$ cat src/rtl/id_ex_stage.sv
// ID/EX pipeline register for the 5-stage MIPS pipeline.
// Captures register file read data, decoded fields, the sign-extended
// immediate and main-control bits for EX. It also detects load-use hazards,
// applies branch flushes and keeps saturating debug counters.
module id_ex_stage #(
    parameter int CNT_W = 16
) (
    input  logic             clock,
    input  logic             reset,
    input  logic [31:0]      instr_id,
    input  logic [31:0]      pc4_id,
    input  logic [31:0]      RdData1,
    input  logic [31:0]      RdData2,
    input  logic             RegWrite_id,
    input  logic             MemtoReg_id,
    input  logic             MemRead_id,
    input  logic             MemWrite_id,
    input  logic             ALUSrc_id,
    input  logic             RegDst_id,
    input  logic [1:0]       ALUOp_id,
    input  logic             flush,
    output logic             stall,
    output logic [31:0]      RdData1_ex,
    output logic [31:0]      RdData2_ex,
    output logic [31:0]      imm_ex,
    output logic [31:0]      pc4_ex,
    output logic [4:0]       rs_ex,
    output logic [4:0]       rt_ex,
    output logic [4:0]       rd_ex,
    output logic             RegWrite_ex,
    output logic             MemtoReg_ex,
    output logic             MemRead_ex,
    output logic             MemWrite_ex,
    output logic             ALUSrc_ex,
    output logic             RegDst_ex,
    output logic [1:0]       ALUOp_ex,
    output logic [CNT_W-1:0] stall_count,
    output logic [CNT_W-1:0] flush_count
);

    logic [4:0] rsId;
    logic [4:0] rtId;
    logic [4:0] rdId;
    logic       unusedOpcode;

    assign rsId = instr_id[25:21];
    assign rtId = instr_id[20:16];
    assign rdId = instr_id[15:11];
    // The opcode is decoded upstream; this stage never looks at it.
    assign unusedOpcode = ^instr_id[31:26];

    // Load-use hazard: the load in EX writes a register the ID instruction reads.
    // The rt match is deliberately conservative for I-type instructions.
    always_comb begin
        stall = 1'b0;
        if (!reset && !flush && MemRead_ex && (rt_ex != 5'd0) &&
            ((rt_ex == rsId) || (rt_ex == rtId))) begin
            stall = 1'b1;
        end
    end

    // Pipeline register: reset, then flush, then stall (both load a bubble), else capture.
    always_ff @(posedge clock) begin
        if (reset || flush || stall) begin
            RdData1_ex  <= '0;
            RdData2_ex  <= '0;
            imm_ex      <= '0;
            pc4_ex      <= '0;
            rs_ex       <= '0;
            rt_ex       <= '0;
            rd_ex       <= '0;
            RegWrite_ex <= 1'b0;
            MemtoReg_ex <= 1'b0;
            MemRead_ex  <= 1'b0;
            MemWrite_ex <= 1'b0;
            ALUSrc_ex   <= 1'b0;
            RegDst_ex   <= 1'b0;
            ALUOp_ex    <= '0;
        end else begin
            RdData1_ex  <= RdData1;
            RdData2_ex  <= RdData2;
            imm_ex      <= {{16{instr_id[15]}}, instr_id[15:0]};
            pc4_ex      <= pc4_id;
            rs_ex       <= rsId;
            rt_ex       <= rtId;
            rd_ex       <= rdId;
            RegWrite_ex <= RegWrite_id;
            MemtoReg_ex <= MemtoReg_id;
            MemRead_ex  <= MemRead_id;
            MemWrite_ex <= MemWrite_id;
            ALUSrc_ex   <= ALUSrc_id;
            RegDst_ex   <= RegDst_id;
            ALUOp_ex    <= ALUOp_id;
        end
    end

    // Saturating debug counters; stall is already masked by flush, so only one counts per cycle.
    always_ff @(posedge clock) begin
        if (reset) begin
            stall_count <= '0;
            flush_count <= '0;
        end else begin
            if (flush && (flush_count != '1)) begin
                flush_count <= flush_count + CNT_W'(1);
            end
            if (stall && (stall_count != '1)) begin
                stall_count <= stall_count + CNT_W'(1);
            end
        end
    end

endmodule

$ cat config.mk
export PLATFORM = sky130hd
export DESIGN_NAME = id_ex_stage
export DESIGN_NICKNAME = d
export VERILOG_FILES = /design/src/rtl/id_ex_stage.sv
export SDC_FILE = /design/constraint.sdc
export NUM_CORES = 1
export LEC_CHECK = 0
export ABC_AREA = 1
export CAP_MARGIN = 30
export CORE_ASPECT_RATIO = 1.25
export CORE_MARGIN = 2
export CORE_UTILIZATION = 31
export DETAILED_ROUTE_END_ITERATION = 12
export PLACE_DENSITY = 0.67
export SYNTH_ARGS = -nofsm -noshare
export SYNTH_HDL_FRONTEND = slang
export SYNTH_SLANG_ARGS = --single-unit
$ cat constraint.sdc
create_clock -name clock -period 3.5 [get_ports clock]
set_input_delay 0.525 -clock clock [delete_from_list [all_inputs] [get_ports clock]]
set_output_delay 0.525 -clock clock [all_outputs]
set_load 0.005 [all_outputs]
==> impl_results.md, run 1 <==
- GPL Wtd Cong: 0.849
- Core Box Area: 18600 um^2
- Overall Power: 4.25 mW
- Post_cts resized: 0
- Startpoint types: input port
- Initial antenna violation count: 1
- Vias: 5331
- CTS Hold Bufs: 0
- DRC violations left: 0
- Synth cell types: 24
- Clock Latency Late Sink: 0.42 ns
- Inserted Clock Buffers: 17
- Worst slew margin: 51.0%
- Tot GR Track Use: 16.9%
- I/O pin count: 323
- First-pass GRT wire length: 26.2 mm
- Largest net degree at the start of global routing: 70
- Post-DP HPWL: 12.9 mm
- Final min period: 2.84 ns
- Site Rows: 56
- Initial DRC Count: 275
- Skew final: 0.0151 ns
- Reg2reg path depth: 10
- Fin. max-slew vios: 0
- CTS sink cnt: 162
- Die Ht: 158 um
- Final antenna-violating net count: 0
- Synth warn: 0
- Clk buf depth: 2
- Register area share after synthesis: 55.3%
- HP Class: reg2reg
- DR pass1 iterations: 4
- Initial core utilization: 31.4%
- Hold path startpoint: flush_count[11]
- Final #Nets: 1195
- Setup Buffers After CTS: 0
- Layout cells sized above 1: 4.31%
- Worst Path Arrival: 2.31 ns
- Pwr Density: 440 nW/um^2
- Main synth FF type: dfxtp_1
- Max Fanout on Critical Path: 8
- Remaining Overflow, GRT: 0
- Drt via density: 4.10
- Die Area: 20000 um^2
- Fillers: 1769
- Port Buf Inserts: 316
- Final hold viol count: 0
- Post-synth EDFFs: 0
- Worst hold margin: 0.505 ns
- P_leak: 4.38 nW
- Ys async rst share: 0%
- Synthesized Nets: 898
- Worst flop-to-flop path startpoint: rt_ex[0]
- Setup-failing EPs final: 0
- Clock-pin slew on the worst setup and hold paths: 0.07 ns
- CTS HTree Levels: 4
- Fin area: 9650 um^2
- Vias in the first global route: 5146
- Peak VDD IR: 331 uV
- Root Driver: clkbuf_16
- Critical Path RT: 2.97 ns
- Mapped Area: 5860 um^2
- Max Clock Freq: 0.352 GHz
- Setup TNS: 0 ns
- Reg2reg end: ALUSrc_ex
- Area Growth Syn to Fin: 64.7%
- RSZ-0062 raised after global routing: false
- CTS tree: yes
- Avg Inst Size Synth: 7.74 um^2
- Post-Syn Instances: 757
- Die W: 127 um
- Wire per inst: 13.0 um
- Final core utilization: 51.8%
- Reg-to-reg slack, setup: 1.52 ns
- Final period util: 81.1%
- Status: finished, final reports clean
- CP Class: in2out
- Measured slew at the worst slew-check pin: 0.734 ns
- Min-Delay Endpoint: flush_count[11]
- DP Area: 9050 um^2
- Final WL: 16.9 mm
- Worst hold path stage count: 2
- Max Cap Viol: 0
- Synthesized flop and latch total: 162
- Crit. End Element: primary output
cell usage in the layout, fill, tap and decap left out:
cell / netlist / routed
bufinv_16: 0 / 2
nand4_1: 14 / 14
nand3_2: 1 / 1
inv_8: 0 / 2
inv_2: 4 / 4
clkdlybuf4s50_1: 0 / 316
nor2_2: 2 / 2
nor2_1: 190 / 190
dfxtp_1: 162 / 162
a21oi_1: 10 / 10
inv_1: 168 / 168
clkbuf_1: 2 / 1
xor2_1: 13 / 13
nand2_1: 105 / 104
a31oi_1: 2 / 2
nor3_1: 8 / 8
ha_1: 2 / 2
nor3b_1: 2 / 2
clkinvlp_4: 0 / 1
nand4_2: 1 / 1
buf_12: 0 / 1
inv_6: 0 / 6
nand2_4: 0 / 1
clkbuf_16: 0 / 17
xnor2_1: 5 / 5
clkinv_4: 0 / 2
clkinv_2: 0 / 1
nand2_2: 2 / 2
diode_2: 0 / 1
o21ai_0: 7 / 7
nand3_1: 17 / 17
buf_4: 33 / 3
stage by stage:
stage | setup WS [ns] | cells
after floorplan | 1.89 | 757
after global placement | 0.657 | 1267
after detailed placement | 0.655 | 1267
after CTS | 0.653 | 1299
after global routing | 0.560 | 1300
final | 0.661 | 1300
Yosys cell counts (4+ instances only):
master	number	share of area, %
xnor2_1	5	0.75
nor2_1	190	12
o21ai_0	7	0.60
nand2_1	105	6.7
xor2_1	13	1.9
inv_2	4	0.26
buf_4	33	4.2
dfxtp_1	162	55
a21oi_1	10	0.85
nor3_1	8	0.68
nand3_1	17	1.5
nand4_1	14	1.5
inv_1	168	11
routing by layer:
layer	global-route usage, %	part of all wire (%)
met2	29.8	50
met4	5.44	1.6
met5	0	0
met1	17.8	39
met3	8.14	10
area by class of cell:
class | instances | area, um^2 | area share (%)
flip-flops and latches | 162 | 3240 | 33.6
clock buffers | 18 | 429 | 4.45
repair buffers | 320 | 3210 | 33.2
diodes | 1 | 2.50 | 0.0259
clock inverters | 14 | 165 | 1.71
multi-input cells | 381 | 1670 | 17.3
well taps | 232 | 290 | 3.01
inverters | 172 | 646 | 6.69
power by group:
part | total (mW) | internal (mW) | switching, mW | leakage, nW
Clock | 1.89 | 1.08 | 0.811 | 0.291
Sequential | 1.93 | 1.91 | 0.0240 | 1.33
Combinational | 0.428 | 0.280 | 0.148 | 2.76
Total | 4.25 | 3.26 | 0.983 | 4.38
worst max-delay path, cell delays in order:
cell and delay, ns:
clkdlybuf4s50_1 0.53, nor2_1 0.29, nand3_1 0.13, inv_2 0.13, nand2_1 0.12, inv_1 0.09
clkdlybuf4s50_1 0.51
how the worst max path moves through the flow:
stage	from	end	slack, ns	depth (start not counted)
2_1_floorplan	instr_id[19]	stall	1.89	8
3_3_place_gp	flush	stall	0.66	7
3_5_place_dp	flush	stall	0.65	7
4_1_cts	flush	stall	0.65	7
5_1_grt	flush	stall	0.56	7
6_report	flush	stall	0.66	7
kinds of logic (layout without fill, tap and decap cells):
family	after synthesis	in the layout	synth area share, %
xor+xnor	18	18	2.69
buf+inv	214	524	16.3
fa+ha+maj	2	2	0.427
compound gates	19	19	1.67
other cells	0	1	0
simple gates	342	342	23.6
flops	162	162	55.3
flip-flops by register name (all words and copies together), names as in the netlist:
name,count
RdData1_ex,32
RdData2_ex,32
pc4_ex,32
flush_count,16
imm_ex,16
stall_count,16
rs_ex,5
rt_ex,5
ALUOp_ex,2
ALUSrc_ex,1
MemRead_ex,1
MemWrite_ex,1
MemtoReg_ex,1
RegDst_ex,1
RegWrite_ex,1
(Power assumes the default switching activity.)
==> run 2, diff against run 1 <==
--- a/config.mk
+++ b/config.mk
@@ -11,7 +11,7 @@
 export CORE_MARGIN = 2
 export CORE_UTILIZATION = 31
 export DETAILED_ROUTE_END_ITERATION = 12
-export PLACE_DENSITY = 0.67
+export PLACE_DENSITY = 0.69
 export SYNTH_ARGS = -nofsm -noshare
 export SYNTH_HDL_FRONTEND = slang
 export SYNTH_SLANG_ARGS = --single-unit
==> constraint.sdc (replaced) <==
create_clock -name clock -period 2.6 [get_ports clock]
set_input_delay 0.39 -clock clock [delete_from_list [all_inputs] [get_ports clock]]
set_output_delay 0.39 -clock clock [all_outputs]
set_load 0.005 [all_outputs]
==> run 2 against run 1 <==
  * Worst hold slack got worse by 0.014 ns
  * Clock power rose by 44%
  * Global-route usage rose by 0.47 points
  * First-iteration DRC count fell by 25%
  * Highest routed layer unchanged
==> impl_results.md, run 2 (same netlist as run 1, synthesis figures left out) <==
- DP Area: 9110 um^2 (+0.64%)
- Die Area: 20000 um^2 (unchanged)
- Reg2reg path depth: 8 (-2)
- Final hold viol count: 0 (unchanged)
- Sw Ratio: 22.3% (-0.82 points)
- Worst Path Arrival: 2.03 ns (-0.28 ns)
- Clock share of power: 46.2% (+1.7 points)
- Final WL: 17.2 mm (+1.5%)
- Root Driver: clkbuf_16
- Inserted Clock Buffers: 17 (unchanged)
- DRC violations left: 0 (unchanged)
- Layout cells sized above 1: 4.85% (+0.54 points)
- CTS HTree Levels: 4 (unchanged)
- DR pass1 iterations: 6 (+2)
- Top Family by Delay on Critical Path: buffers and inverters
- Max Cap Viol: 0 (unchanged)
- Vias in the first global route: 5408 (+5.1%)
- Initial antenna violation count: 1 (unchanged)
- Worst flop-to-flop path startpoint: flush_count[0]
- Top Registers: RdData1_ex x32, RdData2_ex x32, pc4_ex x32
- Crit path max-delay cell type: clkdlybuf4s50_1
- Setup-failing EPs final: 0 (unchanged)
- Pwr Density: 606 nW/um^2 (+38%)
- Die Ht: 158 um (unchanged)
- Vias: 5409 (+1.5%)
- CTS Hold Bufs: 0 (unchanged)
- Final period util: 93.2%
- Post_cts resized: 0 (unchanged)
- Critical Path RT: 2.21 ns (-0.76 ns)
- Seq pwr share: 43.9% (-1.6 points)
- Area Growth Syn to Fin: 66.6%
- Worst path depth: 10 (+3)
- Post-DP HPWL: 13.4 mm (+3.3%)
- Fillers: 1784 (+0.85%)
- Setup Buffers After CTS: 0 (unchanged)
- Core Box Area: 18600 um^2 (unchanged)
- CTS sink cnt: 162 (unchanged)
- CTS tree: yes
- Die W: 127 um (unchanged)
- HP Class: in2reg
- Initial DRC Count: 207 (-25%)
- RSZ-0062 raised after global routing: false
- Commonest non-fill, non-tap cell in the layout: clkdlybuf4s50_1
- CP Buf/Inv Count: 4 (unchanged)
- Initial core utilization: 31.4% (unchanged)
- I/O pin count: 323 (unchanged)
- Max Clock Freq: 0.413 GHz
- Psw: 1.32 mW (+34%)
- Final antenna-violating net count: 0 (unchanged)
- Reg2reg end: flush_count[3]
- P_leak: 4.43 nW (+1.2%)
- Crit-path most repeated cell: nand2_1
- Drt via density: 4.14 (+0.92%)
- Final #Nets: 1201 (+0.50%)
- Status: finished, final reports clean
- Crit. End Element: primary output
- Max Fanout on Critical Path: 2 (-6)
- Largest net degree at the start of global routing: 60 (-14%)
- First-pass GRT wire length: 27.0 mm (+2.9%)
- Crit path capture: stall
- Worst slew margin: 66.7% (+16 points)
- Tot GR Track Use: 17.4% (+0.47 points)
- Wire per inst: 13.1 um (+0.97%)
- Port Buf Inserts: 316 (unchanged)
- Peak VDD IR: 404 uV (+22%)
- Critical Path Max Stage Delay: 0.50 ns (-0.03 ns)
- Final min period: 2.42 ns
- Fin. max-slew vios: 0 (unchanged)
- Site Rows: 56 (unchanged)
- Commonest cells after routing, fill and taps aside: clkdlybuf4s50_1 (316), nor2_1 (190), inv_1 (168), dfxtp_1 (162), nand2_1 (104)
- Remaining Overflow, GRT: 0 (unchanged)
- Pint: 4.59 mW (+41%)
- GPL Wtd Cong: 0.881 (+3.7%)
- Clk buf depth: 2 (unchanged)
- Reg-to-reg slack, setup: 0.71 ns (-0.81 ns)
- Skew final: 0.00847 ns (-0.00664 ns)
- Measured slew at the worst slew-check pin: 0.499 ns (-0.235 ns)
- CP Class: in2out
- Clock Latency Late Sink: 0.41 ns (about the same)
- Startpoint types: input port
- Setup TNS: 0 ns (unchanged)
- Clock-pin slew on the worst setup and hold paths: 0.07 ns (about the same)
- Fin area: 9760 um^2 (+1.1%)
- Comb pwr share: 9.9% (-0.2 points)
- CP cell instances: clkdlybuf4s50_1 -> inv_1 -> nand2_1 -> nand2_1 -> nor2_1 -> nand3_1 -> nand2_2 -> nand2_1 -> inv_1 -> clkdlybuf4s50_1
- Crit path launch: instr_id[21]
-- run 2: how the worst min path moves through the flow --
stage	from	endpoint	slack (ns)	depth (start not counted)
final	RdData1[17]	RdData1_ex[17]	0.49	3
after global routing	pc4_id[6]	pc4_ex[6]	0.47	3
after CTS	instr_id[5]	imm_ex[5]	0.47	3
after detailed placement	flush_count[9]	flush_count[9]	0.49	2
after global placement	flush_count[9]	flush_count[9]	0.48	2
after floorplan	reset	flush_count[12]	0.47	1
-- run 2: area by class of cell --
cell class	instances	area (um^2)	share of cell area, %
Clock buffer	18	429	4.40
Clock inverter	14	213	2.18
Multi-Input combinational cell	381	1670	17.1
Timing Repair Buffer	326	3260	33.4
Sequential cell	162	3240	33.2
Antenna cell	2	5.00	0.0513
Tap cell	232	290	2.97
Inverter	172	646	6.62
-- run 2: per-stage QoR --
stage	hold slack (ns)	util (%)	total power [mW]	std cells	setup slack (ns)
after detailed placement	0.489	48.9	3.25	1273	0.179
final	0.492	52.4	5.92	1307	0.178
after CTS	0.466	52.3	6.01	1305	0.160
after global routing	0.472	52.3	6.17	1305	0.00711
after global placement	0.485	48.9	3.24	1273	0.189
after floorplan	0.469	-	2.82	757	1.08
-- run 2: worst reg2reg max path, cell delays in order (launching register included) --
cell and delay, ns:
dfxtp_1 0.39, ha_1 0.19, nand3_1 0.12, nor2_1 0.31
nand3_1 0.12, nand2_1 0.38, nor2_1 0.07, o21ai_0 0.16
nor2_1 0.05
-- run 2: power groups by stage --
stage | Combinational, mW | Clock [mW] | Sequential [mW]
6_report | 0.586 | 2.73 | 2.60
5_1_grt | 0.647 | 2.92 | 2.60
4_1_cts | 0.596 | 2.82 | 2.60
3_5_place_dp | 0.592 | 0 | 2.65
3_3_place_gp | 0.589 | 0 | 2.65
2_1_floorplan | 0.163 | 0 | 2.66
-- run 2: routing by layer --
metal	track usage (%)	part of all wire [%]	vias to the layer above
li1	-	-	2778
met4	5.34	1.7	0
met2	30.4	50	213
met3	8.82	12	19
met5	0	0	-
met1	18.2	37	2399
